===== config.mk =====
export PLATFORM = sky130hd
export DESIGN_NAME = sha_req_arbiter
export DESIGN_NICKNAME = d
export VERILOG_FILES = /design/src/rtl/sha_req_arbiter.sv
export SDC_FILE = /design/constraint.sdc
export NUM_CORES = 1
export LEC_CHECK = 0
export ABC_AREA = 1
export CELL_PAD_IN_SITES_DETAIL_PLACEMENT = 1
export CELL_PAD_IN_SITES_GLOBAL_PLACEMENT = 2
export CORE_AREA = 2 2 204 206
export CTS_CLUSTER_SIZE = 30
export DETAILED_ROUTE_END_ITERATION = 6
export DIE_AREA = 0 0 206 208
export DONT_BUFFER_PORTS = 1
export PLACE_DENSITY_LB_ADDON = 0.1
export SYNTH_ARGS = -nofsm -noshare
export SYNTH_HDL_FRONTEND = slang
export SYNTH_SLANG_ARGS = --single-unit

===== constraint.sdc =====
create_clock -name clk -period 3.96 [get_ports clk]
set_clock_uncertainty 0.1 [all_clocks]
set_input_delay 0.198 -clock clk [delete_from_list [all_inputs] [get_ports clk]]
set_output_delay 0.198 -clock clk [all_outputs]
set_load 0.05 [all_outputs]

===== src/rtl/sha_req_arbiter.sv =====
// Round-robin arbiter sharing one hash core among NREQ requesters, one job in flight.
// Latency: grant at t, core_enable at t+1, response one cycle after core_ready; no response back-pressure.
module sha_req_arbiter #(
    parameter int NREQ    = 4,
    parameter int NK      = 256,
    parameter int TIMEOUT = 4096
) (
    input  logic                      clk,
    input  logic                      rst,
    input  logic [NREQ-1:0]           req_valid,
    output logic [NREQ-1:0]           req_ready,
    output logic                      core_enable,
    output logic [$clog2(NREQ)-1:0]   core_sel,
    input  logic                      core_ready,
    input  logic [NK-1:0]             core_hash,
    output logic [NREQ-1:0]           rsp_valid,
    output logic [NK-1:0]             rsp_hash,
    output logic                      rsp_error,
    output logic                      busy
);

    localparam int SW = $clog2(NREQ);
    localparam int TW = (TIMEOUT > 2) ? $clog2(TIMEOUT) : 1;

    localparam logic [1:0] IDLE  = 2'd0;
    localparam logic [1:0] ISSUE = 2'd1;
    localparam logic [1:0] WAIT  = 2'd2;
    localparam logic [1:0] RESP  = 2'd3;

    logic [1:0]    state_q, state_d;
    logic [SW-1:0] rr_ptr_q, rr_ptr_d;
    logic [SW-1:0] grant_q, grant_d;
    logic [TW-1:0] timer_q, timer_d;
    logic [NK-1:0] hash_q, hash_d;
    logic          err_q, err_d;

    logic          any_req;
    logic [SW-1:0] pick;
    logic [TW-1:0] timer_inc;
    logic [NREQ-1:0] one_hot_base;

    assign one_hot_base = {{(NREQ-1){1'b0}}, 1'b1};
    assign timer_inc    = timer_q + 1'b1;

    // First requester at or above rr_ptr, wrapping around to index 0.
    always_comb begin
        int j;
        any_req = 1'b0;
        pick    = '0;
        j       = 0;
        for (int i = 0; i < NREQ; i++) begin
            j = int'(rr_ptr_q) + i;
            if (j >= NREQ) begin
                j = j - NREQ;
            end
            if (!any_req && req_valid[j]) begin
                any_req = 1'b1;
                pick    = SW'(j);
            end
        end
    end

    always_comb begin
        state_d  = state_q;
        rr_ptr_d = rr_ptr_q;
        grant_d  = grant_q;
        timer_d  = timer_q;
        hash_d   = hash_q;
        err_d    = err_q;
        case (state_q)
            IDLE: begin
                if (any_req) begin
                    grant_d = pick;
                    state_d = ISSUE;
                end
            end
            ISSUE: begin
                timer_d = '0;
                state_d = WAIT;
            end
            WAIT: begin
                // A completion in the expiry cycle still counts as success.
                if (core_ready) begin
                    hash_d  = core_hash;
                    err_d   = 1'b0;
                    state_d = RESP;
                end else begin
                    timer_d = timer_inc;
                    if (timer_inc == TW'(TIMEOUT - 1)) begin
                        hash_d  = '0;
                        err_d   = 1'b1;
                        state_d = RESP;
                    end
                end
            end
            RESP: begin
                rr_ptr_d = (grant_q == SW'(NREQ - 1)) ? '0 : grant_q + 1'b1;
                state_d  = IDLE;
            end
            default: state_d = IDLE;
        endcase
    end

    always_ff @(posedge clk) begin
        if (!rst) begin
            state_q  <= IDLE;
            rr_ptr_q <= '0;
            grant_q  <= '0;
            timer_q  <= '0;
            hash_q   <= '0;
            err_q    <= 1'b0;
        end else begin
            state_q  <= state_d;
            rr_ptr_q <= rr_ptr_d;
            grant_q  <= grant_d;
            timer_q  <= timer_d;
            hash_q   <= hash_d;
            err_q    <= err_d;
        end
    end

    // Outputs are forced low during reset so an in-flight job vanishes immediately.
    always_comb begin
        req_ready   = '0;
        core_enable = 1'b0;
        core_sel    = '0;
        rsp_valid   = '0;
        rsp_hash    = '0;
        rsp_error   = 1'b0;
        busy        = 1'b0;
        if (rst) begin
            busy = (state_q != IDLE);
            if (state_q == IDLE && any_req) begin
                req_ready = one_hot_base << pick;
            end
            if (state_q != IDLE) begin
                core_sel = grant_q;
            end
            if (state_q == ISSUE) begin
                core_enable = 1'b1;
            end
            if (state_q == RESP) begin
                rsp_valid = one_hot_base << grant_q;
                rsp_hash  = hash_q;
                rsp_error = err_q;
            end
        end
    end

endmodule


Word level (Yosys, flattened, before mapping)
Cells that the tools add are included.

operators by class
  add/subtract/negate cells = 9
  magnitude comparators = 8
  equal/unequal tests = 8
  shift-type cells = 2
  muxes and demuxes = 48
  reduce and logical (&&, ||, !) cells = 15

operator list
  cell                                                                            number
  256-bit two-way mux                                                             4
  32-bit by 4-bit less-than comparator with 1-bit output (second input constant)  4
  32-bit two-way mux                                                              4
  12-bit one-hot mux with 2 select lines                                          1
  2-bit two-way mux                                                               10
  1-bit two-way mux                                                               19
  4-bit two-way mux                                                               4
  12-bit by 1-bit adder with 12-bit output (second input constant)                1
  12-bit == test (second input constant)                                          1
  12-bit two-way mux                                                              1
  3-bit by 3-bit subtractor with 4-bit output (second input constant)             3
  3-bit >= comparator (second input constant)                                     3
  1-bit binary-select mux with 2-bit select                                       4
  2-bit one-hot mux with 4 select lines                                           1
  2-bit AND reduction                                                             4
  1-bit by 2-bit << shifter with 4-bit output (first input constant)              2
  2-bit by 2-bit adder with 3-bit output (second input constant)                  2
  2-bit == test (second input constant)                                           3
  2-bit nonzero test                                                              3
  1-bit logical AND                                                               4
  2-bit != test (second input constant)                                           2
  2-bit by 3-bit subtractor with 4-bit output (second input constant)             1
  2-bit by 1-bit adder with 3-bit output (second input constant)                  1
  2-bit by 3-bit >= comparator with 1-bit output (second input constant)          1
  5 further kinds                                                                 7

storage, ports and cells
  register bits = 275
  bits of input ports = 263
  output and inout port bits = 269

Depth between registers and ports, before layout
Gate-level depths: netlist of run 1.

  word-level depth = 18
  mapped depth = 14
  gate-level depth less buffers = 14

Least setup slack after synthesis of run 1
OpenSTA, ideal clock, no wires.

  path kind = flip-flop to output port
  start point = register rr_ptr_q[0]
  end point = output req_ready[3]
  arrival time = 2.063 ns
  required time = 3.662 ns
  slack = 1.599 ns
  stages on the path, launching flop included = 11
  path through = dfxtp_1 -> buf_2 -> xnor2_1 -> inv_1 -> o21ai_1 -> nor2_1 -> nand3_1 -> nand2_1 -> nor2_1 -> nand2_1 -> nor2_1

on the way
  longest elaborated chain between the ends = 18

RTL lines
  what                                                                                                  RTL line  source
  start, declared                                                                                       31        logic [SW-1:0] rr_ptr_q, rr_ptr_d;
  start signal, assigned                                                                                114       rr_ptr_q <= rr_ptr_d;
  parallel branches: the longest is 16 deep, another holds 3-bit by 3-bit subtractor with 4-bit output  n/a
  4-bit two-way mux *                                                                                   133       if (state_q == IDLE && any_req) begin
  4-bit two-way mux *                                                                                   131       if (rst) begin
  end, declared                                                                                         11        output logic [NREQ-1:0] req_ready,

Every way passes the cells marked *. The select of a mux whose other input is x is not followed.

Worst setup path after layout of run 1
  start point = register rr_ptr_q[0]
  end point = output req_ready[1]

The elaborated chain is that of the path after synthesis.

==> summary.md, run 1 <==
The flow ran to the end, and the final reports show no timing, DRC or antenna violations. The via count of the first global-routing pass is 13,700, and the gate count of the mapped netlist is 1,926. The initial detailed-routing violation count was 785. Entering global routing, the biggest net connects 149 pins. TritonCTS built the clock tree. For the pin with the worst max-slew slack, the measured transition is 1110 ps.

The tool flagged a number of max-cap violations equal to 0. The smallest clock period supported by the final layout is computed as 3270 ps. The cell count of the worst hold path is 2, and the number of enable flip-flop cells after synthesis is 0.

After routing the design area is 17,800 um2. Synthesis produced a netlist with a net count of 2,199. Class of the most critical setup path: reg2out. Post-CTS repair changed the size of 0 cells. STA classifies the critical path startpoint as a register. The clock passes through at most 3 buffers. The chip width came out at 206 um. The final period utilization came out at 82.5%.

The area of the die was 42,800 um2. The global-route wire length before repair is 76,900 um. After synthesis, the share of flip-flops with an asynchronous set or reset is 0%.

The logs give 0 for the number of warnings printed during yosys synthesis and 275 for the number of clock sinks. For this design the top-level I/O count stands at 532. The area added between synthesis and finish is 26.6%, and the peak clock frequency supported by timing is 306 MHz. The number of cells on the worst reg-to-reg path was 7; the number of setup buffers added after CTS was 0.

The run gives 2 as the initial antenna violation count. The iteration count of the initial detailed-routing pass is 5, and the sequential element share of the synthesized area is 39.3%. Headroom to the max-slew limit came out at 25.5%.

For the required time at the endpoint of the critical path, the log shows 3660 ps. Setup repair after global routing left no endpoint under its margin. The master cell of the clock root buffer is clkbuf_16. The flop and latch count out of synthesis is 275, and the CTS buffer count is 36. Setup violations remaining at the end of the flow were counted as 0. The tools report the remaining global-route overflow as 0. The maximum fanout along the worst path is 10. The tightest min-delay check is of the in2reg type. The library cell used most frequently in the layout, excluding fill and tap cells, is nand2_1.

STA classifies the critical path endpoint as an output port. The worst-case IR drop observed on VDD is 0.287 mV. In the layout the commonest cells are nand2_1 (340), inv_1 (293), nor2_1 (277).

The number of vias in the routed layout is 13,000, and the count of buffers from port buffering is 0. Fill cells in the final layout number 4,993. Count of different cell masters after synthesis: 30. For the post-DP HPWL, the log shows 33,100 um. The cell area that synthesis handed to floorplanning was 14,000 um2. Among all flip-flop cells after synthesis, the most frequent one is dfxtp_1. In this run the static leakage power is 5.48 nW. The power per cell area is 458 nW/um2, and the effective utilization at floorplan is 34.6%. The post-detailed-route wirelength per cell came out at 19.0 um. The die is 208 um tall. Share of final-layout standard cells stronger than drive strength 1: 14.4%.

Using the TritonRoute via totals, the vias-per-cell ratio works out to 4.89. The count of nets left with antenna violations after detail routing was 0; the total number of placement rows was 74. The final layout contains 2,369 nets. The post-synthesis average cell area works out to 7.28 um2. The count of unresolved DRC violations after routing is 0, and the instance area at placement is 14,100 um2.

After clock tree synthesis, the clock-pin slew on the worst setup and hold paths is 50 ps. The logs give 0 ps for the summed negative setup slack over all endpoints and 0.789 for the global placer's final weighted congestion. The worst-skew pair later-pin latency was 520 ps; the final count of pins violating max slew was 0. The count of final hold-check violations was 0.

The total number of H-tree levels is 2. The run gives 22.5% as the aggregate global-route resource usage. The data arrival at the endpoint of the critical path was 2970 ps; the area of the core was 40,600 um2. For the final wirelength, the log shows 50,400 um.
## registers in the layout, summed over array words and instances, names as in the netlist
register,count
state_q,2
timer_q,12
grant_q,2
rr_ptr_q,2
err_q,1
hash_q,256
## worst max-delay path: stages (launching register included)
cell	delay (ps)
dfxtp_1	520
o21ai_0	220
and2_1	180
a21oi_1	370
inv_1	80
nand3_1	110
nand2_1	50
nor2_1	140
nand2_1	70
nor2_1	710
## per-layer routing
layer	track usage, %	vias to the layer above	part of all wire [%]
met3	4.90	82	5.7
li1	-	6305	-
met1	27.2	6236	42
met4	8.57	0	3.2
met2	38.8	340	49
met5	0	-	0
## metrics by stage
stage / std cells / power (mW) / utilization (%) / setup slack (ps) / hold slack [ps]
3_5_place_dp: 2332 / 4.88 / 34.7 / 1210 / 238
6_report: 2650 / 8.12 / 43.8 / 694 / 4.94
5_1_grt: 2650 / 8.60 / 43.8 / 350 / 59.1
3_3_place_gp: 2332 / 4.83 / 34.7 / 1250 / 233
4_1_cts: 2648 / 8.25 / 43.8 / 624 / 69.8
2_1_floorplan: 1926 / 4.47 / - / 1600 / 247
## worst paths after layout
| path | start | to | slack, ps |
|---|---|---|---|
| setup / recovery | rr_ptr_q[0]$_SDFFE_PN0N_ | req_ready[1] | 690 |
| hold / removal | rst | hash_q[203]$_SDFFE_PN0P_ | 5 |
| setup reg to reg | state_q[0]$_SDFFE_PN0P_ | hash_q[91]$_SDFFE_PN0P_ | 1190 |
| hold reg to reg | err_q$_SDFFE_PN0P_ | err_q$_SDFFE_PN0P_ | 360 |
## power breakdown
group / total, mW / switching, mW / leakage [nW] / internal, mW
clock network: 3.09 / 1.22 / 0.540 / 1.87
registers: 3.25 / 0.194 / 2.23 / 3.06
logic: 1.78 / 1.19 / 2.72 / 0.593
## cell type report
type | instances | area (um2) | area share, %
flip-flops and latches | 275 | 5510 | 31.0
multi-input cells | 1209 | 6530 | 36.8
diodes | 2 | 5.00 | 0.0282
clock buffers | 56 | 1090 | 6.12
repair buffers | 279 | 2830 | 15.9
inverters | 295 | 1120 | 6.32
well taps | 532 | 666 | 3.75
clock inverters | 2 | 10.0 | 0.0564
## synthesized netlist by cell type, types with 2 or more instances
library cell	instances	area, um2
a21oi_1	256	1280
nand2_1	342	1280
buf_1	15	56.3
clkbuf_1	90	338
buf_8	12	180
nor2_4	5	56.3
nand3_2	201	2010
o21ai_0	7	35.0
nand3b_1	2	15.0
a21oi_2	20	175
inv_1	295	1110
nor2_1	277	1040
dfxtp_1	275	5510
buf_6	4	45.0
nor3_1	2	10.0
buf_2	16	80.1
nand4_1	4	25.0
ha_1	10	125
nand3_1	73	365
buf_12	10	200
## cell families after synthesis
family          synth area share [%]
fa+ha+maj                      0.892
simple gates                    34.6
xor+xnor                      0.0625
compound gates                  10.8
buf+inv                         14.3
flops                           39.3
## what timing repair did
| item | CTS | global route |
|---|---|---|
| endpoints found under the setup margin | 0 | 0 |
| endpoints found under the hold margin | 273 | 0 |
| hold buffers | 258 | 0 |
No activity file was read; power rests on OpenSTA's default activity.
==> run 2: changes to the inputs <==
Settings changed: CORE_AREA 2 2 204 206 to unset, CORE_MARGIN set to 2, CORE_UTILIZATION set to 34, DIE_AREA 0 0 206 208 to unset.
Clock period 3.96 ns to 3.3 ns, I/O delays scaled along.
==> run 2 against run 1 <==
  * Worst setup slack got worse by 340 ps
  * Sequential power rose by 20%
  * First-iteration DRC count rose by 2.2%
  * Non-clock buffer count increased by 272
  * Clock power is 22% higher
  * Via count rose by 9.2%
  * Combinational power is 23% higher
  * Clock-buffer cell count is 1 lower
  * Utilization increased by 5.1 points
  * Critical path type is now reg2reg
==> summary.md, run 2 (same netlist as run 1, synthesis figures left out) <==
The flow ran to the end, and the final reports show no timing, DRC or antenna violations. Leading cell type in the layout, fill and taps excluded: nand2_1 (unchanged). The reported leakage power came out at 7.00 nW (was 5.48 nW). The share of final-layout standard cells stronger than drive strength 1 is 24.1% (was 14.4%). The slew at the pin closest to its max-slew limit is 1010 ps (was 1110 ps), and the post-detailed-route via-to-cell ratio is 4.84 (was 4.89). The clock-pin transition on the worst setup and hold timing paths works out to 60 ps (was 50 ps).

The initial detailed-routing violation count is 802 (was 785). Maximum fanout along the worst path: 45 (was 10). TritonCTS built the clock tree. The chip width was 207 um (was 206 um). The global-route wire length before repair is 84,200 um (was 76,900 um), and the post-DP HPWL is 34,100 um (was 33,100 um). The area added between synthesis and finish was 41.9% (was 26.6%); the iteration count of the initial detailed-routing pass was 5 (unchanged). The count of unresolved DRC violations after routing was 0 (unchanged); the worst-skew pair later-pin latency was 540 ps (was 520 ps). The largest net degree at the start of global routing is 139 (was 149). The final count of pins violating max slew was 0 (unchanged). The count of nets left with antenna violations after detail routing was 0 (unchanged); the total number of placement rows was 74 (unchanged). The post-detailed-route wirelength per cell came out at 18.3 um (was 19.0 um).

The final wirelength was 53,400 um (was 50,400 um); the number of endpoints failing setup at the final stage was 0 (unchanged). The nature of the critical path startpoint was a register (unchanged). The number of setup buffers added after CTS is 0 (unchanged), and the post-layout minimum cycle time is 2940 ps.

The count of buffers from port buffering came out at 0 (unchanged). Class of the most critical setup path: reg2reg (was reg2out). The largest register by flop count was hash_q (unchanged). The run gives 2 (unchanged) as the total number of H-tree levels.

The initial antenna violation count was 4 (was 2); the count of max-cap constraint violations was 0 (unchanged). Global placer's final weighted congestion: 0.793 (was 0.789). Registers with the most flip-flops: hash_q x256, timer_q x12 (unchanged).

The final period utilization was 89.2%. The endpoint class of the critical path is a register (was an output port). The run gives 0 ps (unchanged) as the summed negative setup slack over all endpoints. Master cell of the clock root buffer: clkbuf_16 (unchanged). The flip-flop count of the largest register, all copies and words added was 256 (unchanged); the required time at the endpoint of the critical path was 3680 ps (was 3660 ps). The detailed route wirelength on metal3 is 3030 um (was 2880 um).

The number of clock sinks is 275 (unchanged). The tools report the via count of the first global-routing pass as 15,000 (was 13,700). The worst hold-check path type was in2reg (unchanged). The run gives 34.4% (was 34.6%) as the effective utilization at floorplan. The detailed-routed wire length on met2 is 26,300 um (was 24,800 um). Number of gates resized after CTS: 0 (unchanged).

The headroom to the max-slew limit is 32.6% (was 25.5%), and the number of fill cells is 4,958 (was 4,993). For the CTS buffer count, the log shows 35 (was 36). The tools report the layout net count as 2,640 (was 2,369).

Maximum clock path buffer count: 3 (unchanged). The logs give 24.1% (was 22.5%) for the aggregate global-route resource usage and 340 MHz for the peak clock frequency supported by timing. Setup repair after global routing left no endpoint under its margin. The worst hold margin is 61.8 ps (was 4.94 ps), and the die span in y is 207 um (was 208 um). Commonest non-fill, non-tap cells in the layout: nand2_1 (340), inv_1 (293), buf_4 (279) (was nand2_1 (340), inv_1 (293), nor2_1 (277)). The tools report the count of final hold-check violations as 0 (unchanged). The remaining global-route overflow is 0 (unchanged). The number of vias in the routed layout is 14,200 (was 13,000). The detailed-routing wirelength on met1 is 21,800 um (was 21,100 um). The run gives 42,900 um2 (was 42,800 um2) as the area of the die.

Top layer reached by signal wires: met4 (unchanged). The power per cell area was 496 nW/um2 (was 458 nW/um2); the maximum vdd drop was 0.358 mV (was 0.287 mV). The top-level I/O count was 532 (unchanged); the data arrival at the endpoint of the critical path was 3330 ps (was 2970 ps). The area of the core was 40,700 um2 (was 40,600 um2); the quantity of hold-fixing buffers added after cts was 259 (was 258).
[run 2: cell types whose count changed in the layout (fill, tap and decap cells not counted), sizes merged]
cell         change
buf            +271
diode            +4
bufinv           +1
clkbuf           -1
clkinv           -1
dlygate4sd3      +1
[run 2: final timing paths]
kind / start / endpoint / slack, ps / depth (start not counted)
setup / recovery: timer_q[1]$_SDFFE_PN0P_ / hash_q[10]$_SDFFE_PN0P_ / 360 / 14
hold / removal: core_ready / hash_q[210]$_SDFFE_PN0P_ / 60 / 4
setup reg to reg: timer_q[1]$_SDFFE_PN0P_ / hash_q[10]$_SDFFE_PN0P_ / 360 / 14
hold reg to reg: err_q$_SDFFE_PN0P_ / err_q$_SDFFE_PN0P_ / 360 / 2
[run 2: routing by layer]
| metal | GRT usage, % | vias up |
|---|---|---|
| met3 | 5.90 | 128 |
| li1 | - | 6847 |
| met2 | 41.5 | 417 |
| met5 | 0 | - |
| met1 | 28.4 | 6762 |
| met4 | 10.7 | 0 |
[run 2: metrics by stage]
stage	utilization [%]	area [um2]	total power [mW]	std cells	setup WS, ps
after floorplan	-	14000	5.36	1926	972
after global placement	39.7	16200	5.82	2603	894
after detailed placement	39.7	16200	5.88	2603	828
after CTS	48.8	19900	10.0	2919	333
after global routing	48.8	19900	10.4	2923	83.1
final	48.8	19900	9.87	2925	358
[run 2: power breakdown]
part	total [mW]	leakage [nW]	switching (mW)	internal, mW
clock network	3.78	0.543	1.48	2.29
registers	3.90	2.23	0.234	3.67
logic	2.19	4.23	1.42	0.772
total	9.87	7.00	3.14	6.73
[run 2: worst max-delay path: stages, from the launching register on]
cell and delay, ps:
dfxtp_1 400, ha_1 250, nand3_1 150, nor2_4 150, nand2_1 60, nand2_1 50
nand2_1 60, nand2_1 110, nor2_4 50, nand3_4 90, buf_12 250, buf_12 310
nand3_2 100, a21oi_1 140, dlygate4sd3_1 560
[run 2: layout make-up]
cell class                      instances  area [um2]  share of cell area [%]
Clock inverter                          2        35.0                   0.176
Inverter                              295        1120                    5.64
Sequential cell                       275        5510                    27.7
Antenna cell                            6        15.0                  0.0755
Multi-Input combinational cell       1209        6530                    32.8
Timing Repair Buffer                  551        4950                    24.9
Clock buffer                           55        1070                    5.40
Tap cell                              532         666                    3.35
